File: config.mk
export PLATFORM = sky130hd
export DESIGN_NAME = spi_shift_slave
export DESIGN_NICKNAME = d
export VERILOG_FILES = /design/src/rtl/spi_shift_slave_pkg.sv /design/src/rtl/spi_shift_slave_sync_edge.sv /design/src/rtl/spi_shift_slave.sv
export SDC_FILE = /design/constraint.sdc
export NUM_CORES = 1
export LEC_CHECK = 0
export CAP_MARGIN = 10
export CORE_MARGIN = 2
export CORE_UTILIZATION = 40
export CTS_BUF_LIST = sky130_fd_sc_hd__clkbuf_4
export DETAILED_ROUTE_END_ITERATION = 8
export HOLD_SLACK_MARGIN = 0.08
export PLACE_DENSITY_LB_ADDON = 0.08
export SYNTH_ARGS = -nofsm -noshare
export SYNTH_HDL_FRONTEND = slang
export SYNTH_HIERARCHICAL = 1
export SYNTH_SLANG_ARGS = --single-unit
File: constraint.sdc
create_clock -name clk -period 1.5 [get_ports clk]
set_input_delay 0.3 -clock clk [delete_from_list [all_inputs] [get_ports clk]]
set_output_delay 0.3 -clock clk [all_outputs]
set_load 0.02 [all_outputs]
File: src/rtl/spi_shift_slave_pkg.sv
// Shared definitions for the SPI shift slave and its benches.
//   state_t             : frame FSM encoding (idle / shifting)
//   DEFAULT_SYNC_STAGES : default depth of each pin synchroniser
//   MIN_SCK_HALF        : minimum sck high/low time in clk cycles
package spi_shift_slave_pkg;

    typedef enum logic {
        ST_IDLE  = 1'b0,
        ST_SHIFT = 1'b1
    } state_t;

    localparam int DEFAULT_SYNC_STAGES = 2;
    localparam int MIN_SCK_HALF        = 3;

endpackage

File: src/rtl/spi_shift_slave_sync_edge.sv
// Multi-flop synchroniser with edge detection for one raw input pin.
//   clk, reset : system clock, synchronous active-high reset
//   rst_val    : value the chain and history flop take during reset
//   async_in   : raw pin
//   sync_out   : synchronised level (STAGES flops deep)
//   rise, fall : single-cycle edge strobes on the synchronised level
module sync_edge #(
    parameter int STAGES = 2
) (
    input  logic clk,
    input  logic reset,
    input  logic rst_val,
    input  logic async_in,
    output logic sync_out,
    output logic rise,
    output logic fall
);

    logic [STAGES-1:0] chain;
    logic              hist;

    always_ff @(posedge clk) begin
        if (reset) begin
            chain <= {STAGES{rst_val}};
            hist  <= rst_val;
        end else begin
            chain <= {chain[STAGES-2:0], async_in};
            hist  <= chain[STAGES-1];
        end
    end

    assign sync_out = chain[STAGES-1];
    assign rise     = chain[STAGES-1] & ~hist;
    assign fall     = ~chain[STAGES-1] & hist;

endmodule

File: src/rtl/spi_shift_slave.sv
// SPI mode-0 slave shift stage (one per SPI port).
//   clk, reset  : system clock, synchronous active-high reset
//   sck,sdi,cs_n: raw SPI pins (sampled on synced sck rise, MSB first)
//   sdo         : MSB of the shift register while selected, else 0
//   load        : in idle, preloads shift register with load_data
//   data_out    : last word received with exactly DATA_WIDTH bits
//   data_valid  : one-cycle pulse when data_out updates
//   frame_error : one-cycle pulse when a frame ends with a wrong bit count
//   busy        : high while a frame is in progress
module spi_shift_slave
    import spi_shift_slave_pkg::*;
#(
    parameter int DATA_WIDTH  = 8,
    parameter int SYNC_STAGES = DEFAULT_SYNC_STAGES
) (
    input  logic                  clk,
    input  logic                  reset,
    input  logic                  sck,
    input  logic                  sdi,
    input  logic                  cs_n,
    output logic                  sdo,
    input  logic                  load,
    input  logic [DATA_WIDTH-1:0] load_data,
    output logic [DATA_WIDTH-1:0] data_out,
    output logic                  data_valid,
    output logic                  frame_error,
    output logic                  busy
);

    localparam int CNT_W   = $clog2(DATA_WIDTH + 2);
    localparam int FLUSH_W = $clog2(SYNC_STAGES + 2);
    localparam logic [CNT_W-1:0]   CNT_FULL  = CNT_W'(DATA_WIDTH);
    localparam logic [CNT_W-1:0]   CNT_SAT   = CNT_W'(DATA_WIDTH + 1);
    localparam logic [FLUSH_W-1:0] FLUSH_END = FLUSH_W'(SYNC_STAGES + 1);

    logic sck_rise, unused_sck_fall, unused_sck_sync;
    logic cs_sync, cs_rise, cs_fall;
    logic [SYNC_STAGES-1:0] sdi_chain;
    logic sdi_sync;

    sync_edge #(.STAGES(SYNC_STAGES)) u_sck_sync (
        .clk      (clk),
        .reset    (reset),
        .rst_val  (1'b0),
        .async_in (sck),
        .sync_out (unused_sck_sync),
        .rise     (sck_rise),
        .fall     (unused_sck_fall)
    );

    sync_edge #(.STAGES(SYNC_STAGES)) u_cs_sync (
        .clk      (clk),
        .reset    (reset),
        .rst_val  (1'b1),
        .async_in (cs_n),
        .sync_out (cs_sync),
        .rise     (cs_rise),
        .fall     (cs_fall)
    );

    // sdi gets the same depth as sck so the sampled bit lines up with the edge
    always_ff @(posedge clk) begin
        if (reset) sdi_chain <= '0;
        else       sdi_chain <= {sdi_chain[SYNC_STAGES-2:0], sdi};
    end
    assign sdi_sync = sdi_chain[SYNC_STAGES-1];

    // The cs_n chain resets high, so a pin held low through reset would
    // produce a false falling edge while the chain flushes. Frames are only
    // accepted once the flushed chain has shown cs_n high.
    logic [FLUSH_W-1:0] flush_cnt;
    logic               cs_armed;

    always_ff @(posedge clk) begin
        if (reset) begin
            flush_cnt <= '0;
            cs_armed  <= 1'b0;
        end else begin
            if (flush_cnt != FLUSH_END)
                flush_cnt <= flush_cnt + FLUSH_W'(1);
            else if (cs_sync)
                cs_armed <= 1'b1;
        end
    end

    state_t                state_q, state_d;
    logic [DATA_WIDTH-1:0] shift_q, shift_d;
    logic [CNT_W-1:0]      cnt_q, cnt_d;
    logic [DATA_WIDTH-1:0] data_out_d;
    logic                  valid_d, ferr_d, sdo_d;

    always_ff @(posedge clk) begin
        if (reset) begin
            state_q     <= ST_IDLE;
            shift_q     <= '0;
            cnt_q       <= '0;
            data_out    <= '0;
            data_valid  <= 1'b0;
            frame_error <= 1'b0;
            sdo         <= 1'b0;
        end else begin
            state_q     <= state_d;
            shift_q     <= shift_d;
            cnt_q       <= cnt_d;
            data_out    <= data_out_d;
            data_valid  <= valid_d;
            frame_error <= ferr_d;
            sdo         <= sdo_d;
        end
    end

    always_comb begin
        state_d    = state_q;
        shift_d    = shift_q;
        cnt_d      = cnt_q;
        data_out_d = data_out;
        valid_d    = 1'b0;
        ferr_d     = 1'b0;
        sdo_d      = 1'b0;

        case (state_q)
            ST_IDLE: begin
                if (load)
                    shift_d = load_data;
                if (cs_fall && cs_armed) begin
                    cnt_d   = '0;
                    state_d = ST_SHIFT;
                end
            end
            ST_SHIFT: begin
                sdo_d = shift_q[DATA_WIDTH-1];
                // end of frame takes priority over a coincident sck edge
                if (cs_rise) begin
                    state_d = ST_IDLE;
                    if (cnt_q == CNT_FULL) begin
                        data_out_d = shift_q;
                        valid_d    = 1'b1;
                    end else begin
                        ferr_d = 1'b1;
                    end
                end else if (sck_rise) begin
                    shift_d = {shift_q[DATA_WIDTH-2:0], sdi_sync};
                    if (cnt_q != CNT_SAT)
                        cnt_d = cnt_q + CNT_W'(1);
                end
            end
            default: state_d = ST_IDLE;
        endcase
    end

    assign busy = (state_q == ST_SHIFT);

endmodule

# [Word level (Yosys, flattened, before mapping)]
# Index checks and enable logic that the tools add are counted.
# W data, S select, Z words.
[word_totals] ff_bits=35 input_bits=14 word_cells=54
[classes] add_sub_neg=2 eq_ne=8 n_mux=14 n_bitwise=9 n_reduce_logical=7
[op_table] cell="$mux W8" count=3
[op_table] cell="$mux W4" count=4
[op_table] cell="$pmux W8 S2" count=1
[op_table] cell="$ne A2 B2 Y1 const B" count=5
[op_table] cell="$pmux W4 S2" count=1
[op_table] cell="$not A1 Y1" count=6
[op_table] cell="$reduce_and A3 Y1" count=2
[op_table] cell="$add A4 B1 Y4 const B" count=1
[op_table] cell="$eq A4 B4 Y1 const B" count=1
[op_table] cell="$mux W1" count=4
[op_table] cell="$ne A4 B4 Y1 const B" count=1
[op_table] cell="$reduce_and A4 Y1" count=1
[op_table] cell="$and A1 B1 Y1" count=3
[op_table] cell="$reduce_or A3 Y1" count=1
[op_table] cell="$add A2 B1 Y2 const B" count=1
[op_table] cell="$ne A2 B1 Y1 const B" count=1
[op_table] cell="$pmux W1 S2" count=1
[op_table] cell="$reduce_and A2 Y1" count=1
[op_table] cell="$reduce_or A2 Y1" count=1
[op_table] cell="$logic_and A1 B1 Y1" count=1

# [Logic depth before layout (Yosys ltp)]
# Gate-level depths: netlist (run 1).
[logic_depth] ltp_word=5 depth_mapped=6 mapped_depth_nobuf=5

# [Hierarchy]
# Netlist (run 1), hierarchy kept.
[by_module_without_submodules] mod="spi_shift_slave" n_inst=1 cells_per_inst=137 area_each_um2=1311.3 seq_area_each_um2=580.6
[by_module_without_submodules] mod="sync_edge" n_inst=2 cells_per_inst=8 area_each_um2=106.4 seq_area_each_um2=60.1

# [Worst setup path before layout (run 1)]
# Ideal clock, no wire load.
[synth_path] kind="register -> register" from="register u_cs_sync.chain[1]" to="register shift_q[0]" arrival_ps=1443 t_required_ps=1419 slack_ps=-24 path_stages_with_launch=7 path_buffers=2 cell_sequence="dfxtp_1 > nor2b_1 > and3b_1 > buf_6 > or2_1 > buf_6 > a211oi_2"
[synth_between] elab_chain_len=3
[synth_rtl] item="from (decl)" line="spi_shift_slave_sync_edge.sv:19" text="logic [STAGES-1:0] chain;"
[synth_rtl] item="from (signal assigned)" line="spi_shift_slave_sync_edge.sv:24" text="chain <= {STAGES{rst_val}};"
[synth_rtl] item="from (signal assigned)" line="spi_shift_slave_sync_edge.sv:27" text="chain <= {chain[STAGES-2:0], async_in};"
[synth_rtl] item="$and A1 B1 Y1" line="spi_shift_slave_sync_edge.sv:33" text="assign rise = chain[STAGES-1] & ~hist;"
[synth_rtl] item="net cs_rise" line="spi_shift_slave.sv:37" text="logic cs_sync, cs_rise, cs_fall;"
[synth_rtl] item="$ne A2 B2 Y1 (no source line)"
[synth_rtl] item="$reduce_and A3 Y1 (no source line)"
[synth_rtl] item="to (signal assigned)" line="spi_shift_slave.sv:103" text="shift_q <= shift_d;"
[synth_rtl] item="to (decl)" line="spi_shift_slave.sv:87" text="logic [DATA_WIDTH-1:0] shift_q, shift_d;"
# The timed path passes the listed nets, and every way through them passes these cells.
# A chain may end at the register's enable or synchronous reset.

# [Final worst setup path (run 1)]
[layout_path] from="register state_q, in the netlist busy" to="output port busy"
[layout_lines] item="from (decl)" line="spi_shift_slave.sv:86" text="state_t state_q, state_d;"
[layout_lines] item="from (signal assigned)" line="spi_shift_slave.sv:102" text="state_q <= state_d;"
[layout_lines] item="to (decl)" line="spi_shift_slave.sv:27" text="output logic busy"
# No word-level cell between the ends.

==> impl_metrics.toml, run 1 <==
[run_status]
status = "finished, final reports clean"

[route]
postRouteWirelength_um = 2990
via_per_inst = 4.94
drc = 0
postRouteAntennaNets = 0
drt-initial-drc-count = 43
num_vias = 1171
detail_route.first_pass.iterations = 4
detail_route.wl_per_cell_um = 12.6

[critical_path]
ff2ff_setup_slack_ns = 0.14
path_class = "reg -> out"
worst_r2r_path_depth = 5
worst_path_max_delay_cell = "sky130_fd_sc_hd__dfxtp_1"
worst_path_dominant_cell_family = "flip-flops"
critPathMaxStageDelay_ns = 0.42
cp_num_cells = 1
critical_path.endpoint_type = "primary output"
worstPathRequired_ns = 1.20
crit_buf_inv = 1
timing.critical_path.arrival_ns = 1.10
crit_path_max_fanout = 5
cp_cell_sequence = "dlygate4sd2_1"
type_of_origin_of_the_critical_path = "flop"

[clock_tree]
cts_buffer_depth = 2
clock_tree.htree_level_count = 2
clkLatencyLatePin_ns = 0.33
tritoncts = "yes"
cts_root_buf = "sky130_fd_sc_hd__clkbuf_4"
clk_pin_slew_ns = 0.10
cts_setup_buffers = 0
cts_sinks = 35
numCtsBuffers = 5

[power_and_ir_drop]
power_per_cell_area_nw_per_um2 = 887
post-layout-total-power_mw = 1.69
cellLeakagePower_nw = 0.766
ir_worst_vdd_uv = 501

[timing]
max_clock_freq_mhz = 713
grt_setup_unrepaired = "false"
setup_ws_final_ns = 0.0974
fin_tns_setup_ns = 0
hold_violations = 0
skew_ns = 0.00605
period_minus_slack_ns = 1.40
setup-violations-final = 0
report.final.slew_viol_count = 0
tcrit_tclk_final_pct = 93.5

[floorplan]
die_h_um = 65.6
std_cell_rows = 22
pin_count = 26
die_x_um = 65.6
core_area_um2 = 3660
fp.dieArea_um2 = 4300
initial_core_util_pct = 41.5

[synth]
yosys_warnings = 6
syn_avg_cell_area_um2 = 9.98
synthesis.instances = 152
netlist_area_um2 = 1520

[hold_path]
hold_path.class = "reg -> reg"
hold_path_depth = 1

[layout]
area.growth.synth_to_final_pct = 25.6
antennaDiodeCount = 0
final_layout_size_suffix_gt1_share_pct = 16.9
design.final.nets = 206

[grt]
met1_use_gr_pct = 18.7
grt_pass1_wl_um = 5200
grt.overflow.total = 0
grt_busiest_layer = "met2"
grt_antenna_before_repair = 0
vias_in_the_first_global_route = 1171
use_met2_pct = 26.9
groute.layer.met3.usage_pct = 5.14
pin_count_of_the_biggest_net_entering_global_routing = 12
grt.total_usage_pct = 15.9

[placed_design]
final_estimated_routing_congestion_in_global_placement = 0.733
io_buffers = 25
dpl.hpwl_um = 2190
post_place_worst_slack_ns = -0.0650

[run]
maxCapViolations = 0
[layer usage]
layer,wire (µm),vias up
li1,-,600
met1,1370,548
met2,1450,20
met3,127,3
met4,30,0
met5,0,-
[area by class of cell]
cell class | instances | area, µm²
inverters | 6 | 22.5
well taps | 48 | 60.1
clock inverters | 2 | 7.51
flip-flops and latches | 35 | 701
fillers | 370 | 1760
repair buffers | 35 | 310
multi-input cells | 105 | 759
clock buffers | 6 | 45.0
[worst paths after layout]
kind | from | end
worst max register to register | cnt_q[0] | data_out[2]
worst min register to register | sdi_chain[0] | sdi_chain[1]
worst max-delay path | busy | busy
worst min-delay path | sdi_chain[0] | sdi_chain[1]
[sequential cells by signal, indices dropped and copies added, names as in the netlist, 2 cells and up]
signal / cells
data_out: 8
shift_q: 8
flush_cnt: 2
u_sck_sync/chain: 2
u_cs_sync/chain: 2
cnt_q: 4
sdi_chain: 2
[report_power, final]
group | switching, mW | internal (mW) | leakage (nW) | total (mW)
Sequential | 0.0299 | 0.978 | 0.287 | 1.01
Clock | 0.293 | 0.192 | 0.0307 | 0.485
Combinational | 0.0857 | 0.111 | 0.448 | 0.197
Total | 0.409 | 1.28 | 0.766 | 1.69
[what timing repair did]
action                                  CTS  global route
gates resized for setup                  12             1
endpoints found under the setup margin   12             8
hold buffers                              0             0
[placed cells by master (no fill, tap or decap), drive strengths merged]
cell type      count
nor2               3
nand2              4
mux2               6
conb               6
or2                1
nand2b             1
a211oi             8
ha                 4
and3               1
a32o               1
xor2               1
nand3             10
clkdlybuf4s50     13
inv                6
and4b              1
dlygate4sd2       12
a22o               1
a21oi             11
and3b              2
clkinv             2
and2               2
nand3b             3
nor4b              1
clkbuf             6
dfxtp             35
nor3               9
mux2i             12
o21ai              8
o32ai              1
nor2b              7
buf               10
nor3b              1
[through the flow]
stage / cell area [µm²] / hold WS, ns / utilization [%] / instances
2_1_floorplan: 1540 / 0.414 / - / 156
5_1_grt: 1910 / 0.483 / 52.1 / 237
3_5_place_dp: 1870 / 0.423 / 51.0 / 229
4_1_cts: 1900 / 0.447 / 52.0 / 237
6_report: 1910 / 0.443 / 52.1 / 237
3_3_place_gp: 1870 / 0.423 / 51.0 / 229
Power figures use the tool's default switching activity.
==> run 2, diff against run 1 <==
- ABC_CLOCK_PERIOD_IN_PS: default -> 1500
- CORE_ASPECT_RATIO: default -> 1.1
==> run 2 against run 1 <==
Critical path type is now reg -> reg. Clock skew fell by 0.0017 ns. Worst setup slack improved by 0.041 ns. Critical path depth rose by 4. Clock power rose by 7.4%. Hold slack improved by 0.0076 ns. Sequential share of layout area fell by 0.43 points. Cell area rose by 1.2%. Non-clock buffer count rose by 1. Power rose by 2.2%. Largest power group unchanged. Flip-flop and latch count did not move.
==> impl_metrics.toml, run 2 (synthesis gave the netlist of run 1 again) <==
[critical_path]
ff2ff_setup_slack_ns = 0.14
worst_r2r_path_depth = 5
path_class = "reg -> reg"
critical_path.endpoint_type = "flop"
crit_path_max_fanout = 6
crit_buf_inv = 1
type_of_origin_of_the_critical_path = "flop"
critical_path.reg2reg.startpoint = "u_cs_sync/chain[1]"
crit-reg2reg-capture = "cnt_q[2]"
cp_cell_sequence = "nor2b_2 > buf_4 > nand3b_1 > a22o_1 > a32o_1"
worst_path_dominant_cell_family = "compound AO/OA/AOI/OAI gates"
worst_path_max_delay_cell = "sky130_fd_sc_hd__dfxtp_1"
critPathMaxStageDelay_ns = 0.34
timing.critical_path.arrival_ns = 1.60
worstPathRequired_ns = 1.74

[grt]
grt_antenna_before_repair = 0
vias_in_the_first_global_route = 1232
pin_count_of_the_biggest_net_entering_global_routing = 13
grt.overflow.total = 0
grt.total_usage_pct = 16.0
grt_pass1_wl_um = 5280

[clock_tree]
clk_pin_slew_ns = 0.10
cts_sinks = 35
clock_tree.htree_level_count = 2
cts_buffer_depth = 2
tritoncts = "yes"
numCtsBuffers = 5
clkLatencyLatePin_ns = 0.34
cts_root_buf = "sky130_fd_sc_hd__clkbuf_4"

[layout]
antennaDiodeCount = 0
final_layout_size_suffix_gt1_share_pct = 18.3
post_layout_nonfiller_instances = 241
design.final.nets = 208
layout.cells.most_common = "sky130_fd_sc_hd__dfxtp_1"
area.growth.synth_to_final_pct = 27.0
layout_common_cells = "35 x sky130_fd_sc_hd__dfxtp_1, 13 x sky130_fd_sc_hd__clkdlybuf4s50_1, 12 x sky130_fd_sc_hd__mux2i_1, 12 x sky130_fd_sc_hd__dlygate4sd2_1"
largestRegisters = "data_out (8), shift_q (8), cnt_q (4)"

[hold_path]
timing.hold.worst.start = "sdi_chain[0]"
hold_path.class = "reg -> reg"
min_delay_worst_endpoint = "sdi_chain[1]"
hold_path_depth = 1

[timing]
skew_ns = 0.00436
report.final.slew_viol_count = 0
period_minus_slack_ns = 1.36
max_clock_freq_mhz = 734
tcrit_tclk_final_pct = 90.8
grt_setup_unrepaired = "false"
hold_violations = 0
setup-violations-final = 0
fin_tns_setup_ns = 0

[placed_design]
final_estimated_routing_congestion_in_global_placement = 0.782
io_buffers = 25
placedCellCount = 231
dpl.hpwl_um = 2400

[power_and_ir_drop]
ir_worst_vdd_uv = 628
cellLeakagePower_nw = 0.776
post-layout-total-power_mw = 1.73
power_per_cell_area_nw_per_um2 = 895

[floorplan]
pin_count = 26
std_cell_rows = 23
initial_core_util_pct = 41.5
core_area_um2 = 3650
fp.dieArea_um2 = 4300
die_x_um = 62.7
die_h_um = 68.6

[route]
postRouteWirelength_um = 3160
detail_route.wl_per_cell_um = 13.1
num_vias = 1225
detail_route.first_pass.iterations = 4
via_per_inst = 5.08
drc = 0
postRouteAntennaNets = 0
drt-initial-drc-count = 77

[run]
maxCapViolations = 0

[run_status]
status = "finished, final reports clean"
==> run 2: changes by cell type in the layout (fill, tap and decap cells not counted) <==
| cell | change |
|---|---|
| sky130_fd_sc_hd__clkinv_1 | -2 |
| sky130_fd_sc_hd__clkinv_2 | +1 |
| sky130_fd_sc_hd__clkbuf_4 | +1 |
| sky130_fd_sc_hd__nand3b_1 | +1 |
| sky130_fd_sc_hd__buf_4 | +1 |
==> run 2: metal layers <==
layer  GRT usage [%]  vias to the layer above  routed length (µm)
met4            8.61                        0                  83
li1                -                      610                   -
met3            5.19                        9                 129
met2            30.4                       28                1670
met5               0                        -                   0
met1            15.9                      578                1290
==> run 2: metrics by stage <==
| stage | hold WS, ns | setup slack, ns | util, % | cell area, µm² |
|---|---|---|---|---|
| floorplan | 0.414 | 0.0440 | - | 1540 |
| CTS | 0.458 | 0.0256 | 52.3 | 1910 |
| detailed placement | 0.428 | -0.0677 | 51.1 | 1870 |
| finish | 0.451 | 0.138 | 52.8 | 1930 |
| global placement | 0.423 | -0.0110 | 51.1 | 1870 |
| global route | 0.486 | 0.0285 | 52.8 | 1930 |
==> run 2: power by group <==
part	switching (mW)	total [mW]	internal (mW)
combinational	0.0858	0.197	0.111
clock	0.303	0.521	0.219
sequential	0.0308	1.01	0.978
total	0.419	1.73	1.31
==> run 2: worst max-delay path by stage <==
stage | from | cells past startpoint | endpoint | slack (ns)
floorplan | u_cs_sync/chain[1] | 6 | shift_q[0] | 0.04
global route | u_cs_sync/chain[1] | 4 | shift_q[3] | 0.03
detailed placement | load | 4 | shift_q[6] | -0.07
finish | u_cs_sync/chain[1] | 5 | cnt_q[2] | 0.14
global placement | load | 4 | shift_q[4] | -0.01
CTS | u_cs_sync/chain[1] | 4 | shift_q[6] | 0.03
==> run 2: cell type report <==
cell class                 instances  area (µm²)
fill                             377        1730
multi-input combinational        106         767
sequential                        35         701
timing repair buffer              36         318
tap                               50        62.6
clock buffer                       7        52.6
inverter                           6        22.5
clock inverter                     1        5.00
==> run 2: timing repair <==
item	4_1_cts	5_1_grt
cloned	0	1
gates resized for setup	12	1
setup endpoints to repair	12	12
hold buffers	0	0
buffers inserted	0	1
==> run 3, diff against run 2 <==
- CORE_UTILIZATION: 40 -> 32
- CTS_CLUSTER_SIZE: default -> 14
==> run 3 against run 2 <==
First-iteration DRC count did not move. Via count fell by 4.2%. Clock power down 4.4%. Cell area is 0.26% lower. Non-clock buffer count unchanged. Routed wire length down 0.76%. Register-to-register slack hardly changed. Combinational power about the same. Clock skew rose by 0.012 ns. Hold slack worse by 0.0035 ns.
==> impl_metrics.toml, run 3 (synthesis gave the netlist of run 1 again) <==
[run_status]
status = "finished, final reports clean"

[layout]
antennaDiodeCount = 0
area.growth.synth_to_final_pct = 26.7
layout_common_cells = "35 x sky130_fd_sc_hd__dfxtp_1, 13 x sky130_fd_sc_hd__clkdlybuf4s50_1, 12 x sky130_fd_sc_hd__mux2i_1, 12 x sky130_fd_sc_hd__dlygate4sd2_1"
multi_input_comb_area_um2 = 759
area.sequential_um2 = 701
post_layout_nonfiller_instances = 246
layout.cells.most_common = "sky130_fd_sc_hd__dfxtp_1"
final_layout_size_suffix_gt1_share_pct = 17.4
final_core_util_pct = 41.6
fillCellCount = 474
design.final.nets = 207
largestRegisters = "data_out (8), shift_q (8), cnt_q (4)"

[timing]
tcrit_tclk_final_pct = 91.2
setup_ws_final_ns = 0.132
fin_tns_setup_ns = 0
max_clock_freq_mhz = 731
grt_setup_unrepaired = "false"
report.final.slew_viol_count = 0
skew_ns = 0.0160
setup-violations-final = 0
period_minus_slack_ns = 1.37
hold_violations = 0

[floorplan]
die_x_um = 69.7
std_cell_rows = 26
initial_core_util_pct = 32.9
core_area_um2 = 4620
pin_count = 26
fp.dieArea_um2 = 5310
die_h_um = 76.2

[placed_design]
io_buffers = 25
dpl.hpwl_um = 2320
post_place_worst_slack_ns = -0.0501
placedCellCount = 237
final_estimated_routing_congestion_in_global_placement = 0.756

[grt]
grt_antenna_before_repair = 0
vias_in_the_first_global_route = 1185
grt.total_usage_pct = 13.0
grt.overflow.total = 0
pin_count_of_the_biggest_net_entering_global_routing = 13
grt_pass1_wl_um = 5450

[route]
postRouteAntennaNets = 0
num_vias = 1174
route.met2.wl_um = 1620
drt-initial-drc-count = 77
dr.max_layer_used = "met4"
detail_route.wl_per_cell_um = 12.8
met3RoutedLength_um = 137
drt-met1-wl_um = 1320
detail_route.first_pass.iterations = 6
drc = 0
postRouteWirelength_um = 3140
via_per_inst = 4.77

[clock_tree]
cts_buffer_depth = 2
clk_pin_slew_ns = 0.10
clock_tree.htree_level_count = 2
cts_sinks = 35
hold_buffers = 0
numCtsBuffers = 5
cts_root_buf = "sky130_fd_sc_hd__clkbuf_4"
clkLatencyLatePin_ns = 0.34
tritoncts = "yes"

[critical_path]
ff2ff_setup_slack_ns = 0.13
type_of_origin_of_the_critical_path = "flop"
worstPathRequired_ns = 1.76
critical_path.endpoint_type = "flop"
critical_path.reg2reg.startpoint = "cnt_q[1]"
worst_r2r_path_depth = 6
path_class = "reg -> reg"
crit-reg2reg-capture = "cnt_q[0]"
timing.critical_path.arrival_ns = 1.63
crit_path_max_fanout = 4

[hold_path]
hold_path_depth = 1
timing.hold.worst.start = "sdi_chain[0]"
hold_path.class = "reg -> reg"
min_delay_worst_endpoint = "sdi_chain[1]"

[power_and_ir_drop]
ir_worst_vdd_uv = 463
post-layout-total-power_mw = 1.70
power_per_cell_area_nw_per_um2 = 886
cellLeakagePower_nw = 0.770

[run]
maxCapViolations = 0
[run 3: cell types whose count changed in the layout (fill, tap and decap cells not counted)]
cell,change
sky130_fd_sc_hd__clkinv_1,+2
sky130_fd_sc_hd__o21ai_1,+1
sky130_fd_sc_hd__clkinv_2,-1
sky130_fd_sc_hd__nand3b_1,-1
sky130_fd_sc_hd__o21ai_0,-1
sky130_fd_sc_hd__clkbuf_4,-1
[run 3: how the worst max path moves through the flow]
stage | from | cells after the start | end
2_1_floorplan | u_cs_sync/chain[1] | 6 | shift_q[0]
3_3_place_gp | load | 4 | shift_q[4]
3_5_place_dp | load | 4 | shift_q[3]
4_1_cts | u_cs_sync/chain[1] | 4 | shift_q[3]
5_1_grt | cnt_q[1] | 6 | cnt_q[0]
6_report | cnt_q[1] | 6 | cnt_q[0]
[run 3: through the flow]
stage / instance area (µm²) / hold slack, ns
after floorplan: 1540 / 0.414
after global placement: 1880 / 0.424
after detailed placement: 1880 / 0.430
after CTS: 1910 / 0.454
after global routing: 1920 / 0.467
final: 1920 / 0.447
[run 3: report_power, final]
part	switching, mW	total [mW]	internal (mW)	leakage, nW
logic	0.0846	0.196	0.111	0.452
clock network	0.306	0.498	0.192	0.0307
registers	0.0315	1.01	0.978	0.287
total	0.422	1.70	1.28	0.770
[run 3: worst max-delay path, cell delays in order, from the launching register on]
cell                      delay (ns)
sky130_fd_sc_hd__dfxtp_1        0.39
sky130_fd_sc_hd__inv_1          0.08
sky130_fd_sc_hd__ha_1           0.18
sky130_fd_sc_hd__and4b_1        0.20
sky130_fd_sc_hd__a21oi_1        0.12
sky130_fd_sc_hd__buf_4          0.16
sky130_fd_sc_hd__mux2i_1        0.18
[run 3: layout make-up]
cell class                 instances  area share (%)
timing repair buffer              36            16.5
clock buffer                       6            2.34
sequential                        35            36.4
clock inverter                     2           0.390
multi-input combinational        105            39.5
inverter                           6            1.17
tap                               56            3.64
[run 3: routing by layer]
layer	track usage, %	up-vias
met1	14.5	542
met5	0	-
met2	22.6	22
met4	5.19	0
li1	-	605
met3	4.37	5
[run 3: repair_timing]
action,4_1_cts,5_1_grt
buffers inserted,0,1
gates resized for setup,12,2
cloned,0,0
endpoints found under the setup margin,12,10
